===== src/rtl/ball_render.sv =====
// ball_render: latches the ball position once per frame, rasterises a square
// ball against the video beam and reports wall/paddle overlap as horizontal
// and vertical hits at the end of each frame.
module ball_render #(
  parameter int BALL_SIZE = 4,
  parameter int H_DISPLAY = 256,
  parameter int V_DISPLAY = 240
) (
  input  logic       clk,
  input  logic       reset,
  input  logic [8:0] hpos,
  input  logic [8:0] vpos,
  input  logic       display_on,
  input  logic [8:0] ball_hpos,
  input  logic [8:0] ball_vpos,
  input  logic       playfield_gfx,
  output logic       ball_gfx,
  output logic       hit_horiz,
  output logic       hit_vert,
  output logic       frame_done
);

  localparam logic [3:0] SZ      = 4'(BALL_SIZE);
  localparam logic [3:0] SZ_LAST = 4'(BALL_SIZE - 1);
  localparam logic [9:0] H_END   = 10'(H_DISPLAY);
  localparam logic [8:0] V_END   = 9'(V_DISPLAY);
  localparam logic [8:0] OFFSCR  = 9'h1FF;

  logic [8:0] r_bh;
  logic [8:0] r_bv;
  logic [3:0] r_vcnt;
  logic [3:0] r_hcnt;
  logic       r_stickyH;
  logic       r_stickyV;
  logic       r_ballGfx;
  logic       r_hitHoriz;
  logic       r_hitVert;
  logic       r_frameDone;

  logic       w_frameStart;
  logic       w_frameEnd;
  logic       w_lineStart;
  logic [8:0] w_bh;
  logic [8:0] w_bv;
  logic [3:0] w_vcnt;
  logic [3:0] w_hcnt;
  logic       w_rowActive;
  logic       w_inLine;
  logic       w_pixel;
  logic [3:0] w_rowIdx;
  logic [3:0] w_colIdx;
  logic       w_edgeRow;
  logic       w_edgeCol;
  logic       w_hitH;
  logic       w_hitV;

  assign w_frameStart = (hpos == 9'd0) && (vpos == 9'd0);
  assign w_frameEnd   = (hpos == 9'd0) && (vpos == V_END);
  assign w_lineStart  = (hpos == 9'd0);

  // The frame-start cycle already uses the freshly latched position, so a
  // ball at (0,0) is drawn in the very cycle it is latched.
  assign w_bh = w_frameStart ? ball_hpos : r_bh;
  assign w_bv = w_frameStart ? ball_vpos : r_bv;

  // Row counter: loaded on the ball's top line, counts lines down to zero;
  // a new frame discards any rows left over from a ball near the bottom.
  always_comb begin
    w_vcnt = r_vcnt;
    if (w_lineStart) begin
      if ((vpos == w_bv) && (w_bv != OFFSCR)) begin
        w_vcnt = SZ;
      end else if (w_frameStart) begin
        w_vcnt = 4'd0;
      end else if (r_vcnt != 4'd0) begin
        w_vcnt = r_vcnt - 4'd1;
      end
    end
  end

  assign w_rowActive = (w_vcnt != 4'd0);

  // Column counter: loaded on the ball's left edge in an active row, counts
  // pixels down; cleared at each line start so a ball at the right edge
  // never spills onto the beginning of the next line.
  always_comb begin
    w_hcnt = 4'd0;
    if ((hpos == w_bh) && (w_bh != OFFSCR) && w_rowActive) begin
      w_hcnt = SZ;
    end else if (w_lineStart) begin
      w_hcnt = 4'd0;
    end else if (r_hcnt != 4'd0) begin
      w_hcnt = r_hcnt - 4'd1;
    end
  end

  assign w_inLine = ({1'b0, hpos} < H_END);
  assign w_pixel  = (w_hcnt != 4'd0) && w_rowActive && display_on && w_inLine;

  assign w_rowIdx  = SZ - w_vcnt;
  assign w_colIdx  = SZ - w_hcnt;
  assign w_edgeRow = (w_rowIdx == 4'd0) || (w_rowIdx == SZ_LAST);
  assign w_edgeCol = (w_colIdx == 4'd0) || (w_colIdx == SZ_LAST);

  // Side columns and interior overlap count as horizontal hits; top/bottom
  // rows count as vertical hits; a corner pixel is both.
  assign w_hitH = w_pixel && playfield_gfx && (w_edgeCol || !w_edgeRow);
  assign w_hitV = w_pixel && playfield_gfx && w_edgeRow;

  // Frame latch, counters, sticky hit flags and registered outputs.
  always_ff @(posedge clk) begin
    if (reset) begin
      r_bh        <= OFFSCR;
      r_bv        <= OFFSCR;
      r_vcnt      <= 4'd0;
      r_hcnt      <= 4'd0;
      r_stickyH   <= 1'b0;
      r_stickyV   <= 1'b0;
      r_ballGfx   <= 1'b0;
      r_hitHoriz  <= 1'b0;
      r_hitVert   <= 1'b0;
      r_frameDone <= 1'b0;
    end else begin
      if (w_frameStart) begin
        r_bh <= ball_hpos;
        r_bv <= ball_vpos;
      end
      r_vcnt      <= w_vcnt;
      r_hcnt      <= w_hcnt;
      r_stickyH   <= (w_frameStart ? 1'b0 : r_stickyH) | w_hitH;
      r_stickyV   <= (w_frameStart ? 1'b0 : r_stickyV) | w_hitV;
      r_ballGfx   <= w_pixel;
      r_frameDone <= w_frameEnd;
      r_hitHoriz  <= w_frameEnd & r_stickyH;
      r_hitVert   <= w_frameEnd & r_stickyV;
    end
  end

  assign ball_gfx   = r_ballGfx;
  assign hit_horiz  = r_hitHoriz;
  assign hit_vert   = r_hitVert;
  assign frame_done = r_frameDone;

endmodule


===== config.mk =====
export PLATFORM = sky130hd
export DESIGN_NAME = ball_render
export DESIGN_NICKNAME = d
export VERILOG_FILES = /design/src/rtl/ball_render.sv
export SDC_FILE = /design/constraint.sdc
export NUM_CORES = 1
export LEC_CHECK = 0
export ABC_CLOCK_PERIOD_IN_PS = 3200
export CAP_MARGIN = 20
export CORE_UTILIZATION = 30
export CTS_BUF_LIST = sky130_fd_sc_hd__clkbuf_8
export DETAILED_ROUTE_END_ITERATION = 12
export GPL_ROUTABILITY_DRIVEN = 1
export PLACE_DENSITY_LB_ADDON = 0.08
export SKIP_LAST_GASP = 1
export SLEW_MARGIN = 10
export SYNTH_ARGS = -nofsm -noshare
export SYNTH_HDL_FRONTEND = slang
export SYNTH_SLANG_ARGS = --single-unit

===== constraint.sdc =====
create_clock -name clk -period 3.2 [get_ports clk]
set_clock_uncertainty 0.15 [all_clocks]
set_input_delay 0.48 -clock clk [delete_from_list [all_inputs] [get_ports clk]]
set_output_delay 0.48 -clock clk [all_outputs]
set_load 0.1 [all_outputs]

==> metrics.cfg <==
[outcome]
status=complete, no violations

[routing]
wl_met1_um=2890
top_layer=met4
first_pass_iters=5
wl_per_cell_um=13.8
wl_um=5920
via_count=2118
route.detailed.drc=0
via_per_inst=4.93
route.met3.wl_um=210
drtAntennaViolNets=0
drt_iter0_drc=112
wl_met2_um=2750

[synth]
synth_warnings=0
syn-mean-instance-area_um2=8.06
synth_commonest_cells=32 x dfxtp_1, 28 x nand2_1, 22 x nor2_1
synth_area_leaders=dfxtp_1 30%, nand2_1 5.0%, nand3b_1 5.0%
yosysTopAreaCellShare_pct=30.3
ys_ff_latch=32
ys_seq_area_share_pct=30.3
synthFlopType=dfxtp_1
syn_inst=262
synth_edf_count=0
yosysTopAreaCell=dfxtp_1
yosysUniqueCellTypes=59
postSynth.asyncResetShare_pct=0
yosysMostFrequentCell=dfxtp_1
syn_nets=305
synth_area_mm2=0.00211

[placed_design]
post-dp-hpwl_um=4600
gp_congestion=0.822
pre_cts_ws_ns=-0.0367
portBuffers=43

[global_routing]
grt-ovfl-total=0
grt_pass1_wl_um=9790
grt_pass1_vias=2063
grt_use_total_pct=16.9
antenna_found_initial=0
grt_max_degree=30

[floorplanning]
die_area_mm2=0.00738
die_y_um=85.9
num_rows=30
die_w_um=85.9
io_pins=44
initial_core_util_pct=31.1
core_mm2=0.00679

[power_and_ir_drop]
pwr-share-comb_pct=28.3
power.leakage_uw=0.00121
swShare_pct=29.5
seqPwrFrac_pct=41.3
switchingPower_uw=306
peakVddDrop_v=0.000188
power_density_mw_per_mm2=354
cell_internal_pwr_uw=732
power_uw=1040
clkPwrFrac_pct=30.3

[clock_tree]
clk_latency_ns=0.28
htreeDepth=2
cts-root-buf=clkbuf_8
ctsHoldBuffers=0
clk_pin_slew_ns=0.06
clk_path_buf_depth=2
cts_setup_buffers=0
clock_sinks=32
cts-resized-gates=0
numCtsBuffers=5
cts_tree=built

[critical_path]
r2r_start=r_vcnt[0]
critPathSlowestCell=clkdlybuf4s50_1
required_ns=3.23
worst_ep_arrival_time_ns=2.93
max_stage_delay_ns=0.46
crit_fanout=9
crit_path_end_kind=flop
path_class=in -> reg
start_kind=primary input
worstSetupStartpoint=hpos[2]
crit_chain=clkdlybuf4s50_1 > nor4_4 > buf_4 > and3_4 > nand2_4 > o32ai_4 > nand3_4 > a21boi_1 > a32oi_1 > a311oi_1

[sta]
fin_tns_setup_ns=0
finalSetupViolCount=0
slew_violations=0
finalHoldViolations=0
rsz0062_at_grt=no
post-route-period-util_pct=90.7
relSlewSlack_pct=62.2
fin_ws_ns=0.298
post-route-min-period_ns=2.90
tightest_slew_ns=0.562
max_freq_ghz=0.345

[layout]
finish.utilization_pct=43.1
synthToLayoutAreaGrowth_pct=38.7
regArea_um2=641
drive_gt1_share_pct=16.2
diodes=0
fillers=688
final_nets=376
multi_input_area_mm2=0.00135

[min_path]
min_from=r_stickyV
hold_path_class=reg -> reg

[flow_run]
cap_viol_max_count=0

## layout make-up
type                       count  share of cell area, %
timing repair buffer          73                   22.5
tap                           96                   4.10
sequential                    32                   21.9
multi-input combinational    203                   46.2
clock inverter                 2                  0.256
clock buffer                   6                   2.82
inverter                      18                   2.31
## critical path, delay by kind of cell
family,cells,cell delay (ns)
simple gates,4,0.84
compound gates,4,0.98
buf+inv,2,0.63
## metrics by stage
stage / hold WS (ns) / std cells / area (um^2)
4_1_cts: 0.303 / 430 / 2930
5_1_grt: 0.319 / 430 / 2930
3_3_place_gp: 0.290 / 422 / 2840
3_5_place_dp: 0.294 / 422 / 2840
2_1_floorplan: 0.277 / 262 / 2110
6_report: 0.303 / 430 / 2930
## power groups by stage
stage,sequential [uW],clock [uW],combinational [uW]
3_5_place_dp,438,0,291
3_3_place_gp,438,0,295
5_1_grt,432,352,334
2_1_floorplan,435,0,167
4_1_cts,429,328,293
6_report,429,315,294
## sequential cells by signal (all words and copies together) (netlist names)
register and flops:
ball_gfx 1, r_vcnt 4, r_stickyV 1, r_bh 9, r_bv 9, r_stickyH 1
hit_horiz 1, hit_vert 1, frame_done 1, r_hcnt 4
## final timing paths
path,to,slack [ns],cells after the start
hold reg to reg,r_stickyV,0.30,2
setup / recovery,r_stickyH,0.30,10
hold / removal,r_stickyV,0.30,2
setup reg to reg,r_stickyH,0.54,10
## routing by layer
layer / global-route usage (%) / vias to the layer above
met5: 0 / -
met4: 5.00 / 0
met3: 3.27 / 4
met2: 28.2 / 37
met1: 22.1 / 991
li1: - / 1086
## kinds of logic after synthesis
group / synth area share (%)
simple gates: 34.2
compound gates: 23.1
flops: 30.3
buf+inv: 5.57
xor+xnor: 4.56
fa+ha+maj: 1.78
mux: 0.474
## cell usage in the layout (no fill, tap or decap), types with 3 or more instances in the layout
master and count:
a211o_1 5, a211oi_1 3, a211oi_4 3, a21oi_1 17, and2_1 3, and3_1 3
buf_4 33, clkbuf_8 6, clkdlybuf4s50_1 39, dfxtp_1 32, ha_1 3, inv_1 20
nand2_1 28, nand3_1 6, nand3b_1 14, nand4_1 9, nor2_1 22, nor2b_1 11
nor3_1 8, nor3b_1 3, nor4_1 4, o211a_1 3, o21ai_0 6, o21bai_1 3
o22ai_1 3, or3_1 3, xnor2_1 5, xor2_1 6
No activity file was read; power rests on OpenSTA's default activity.
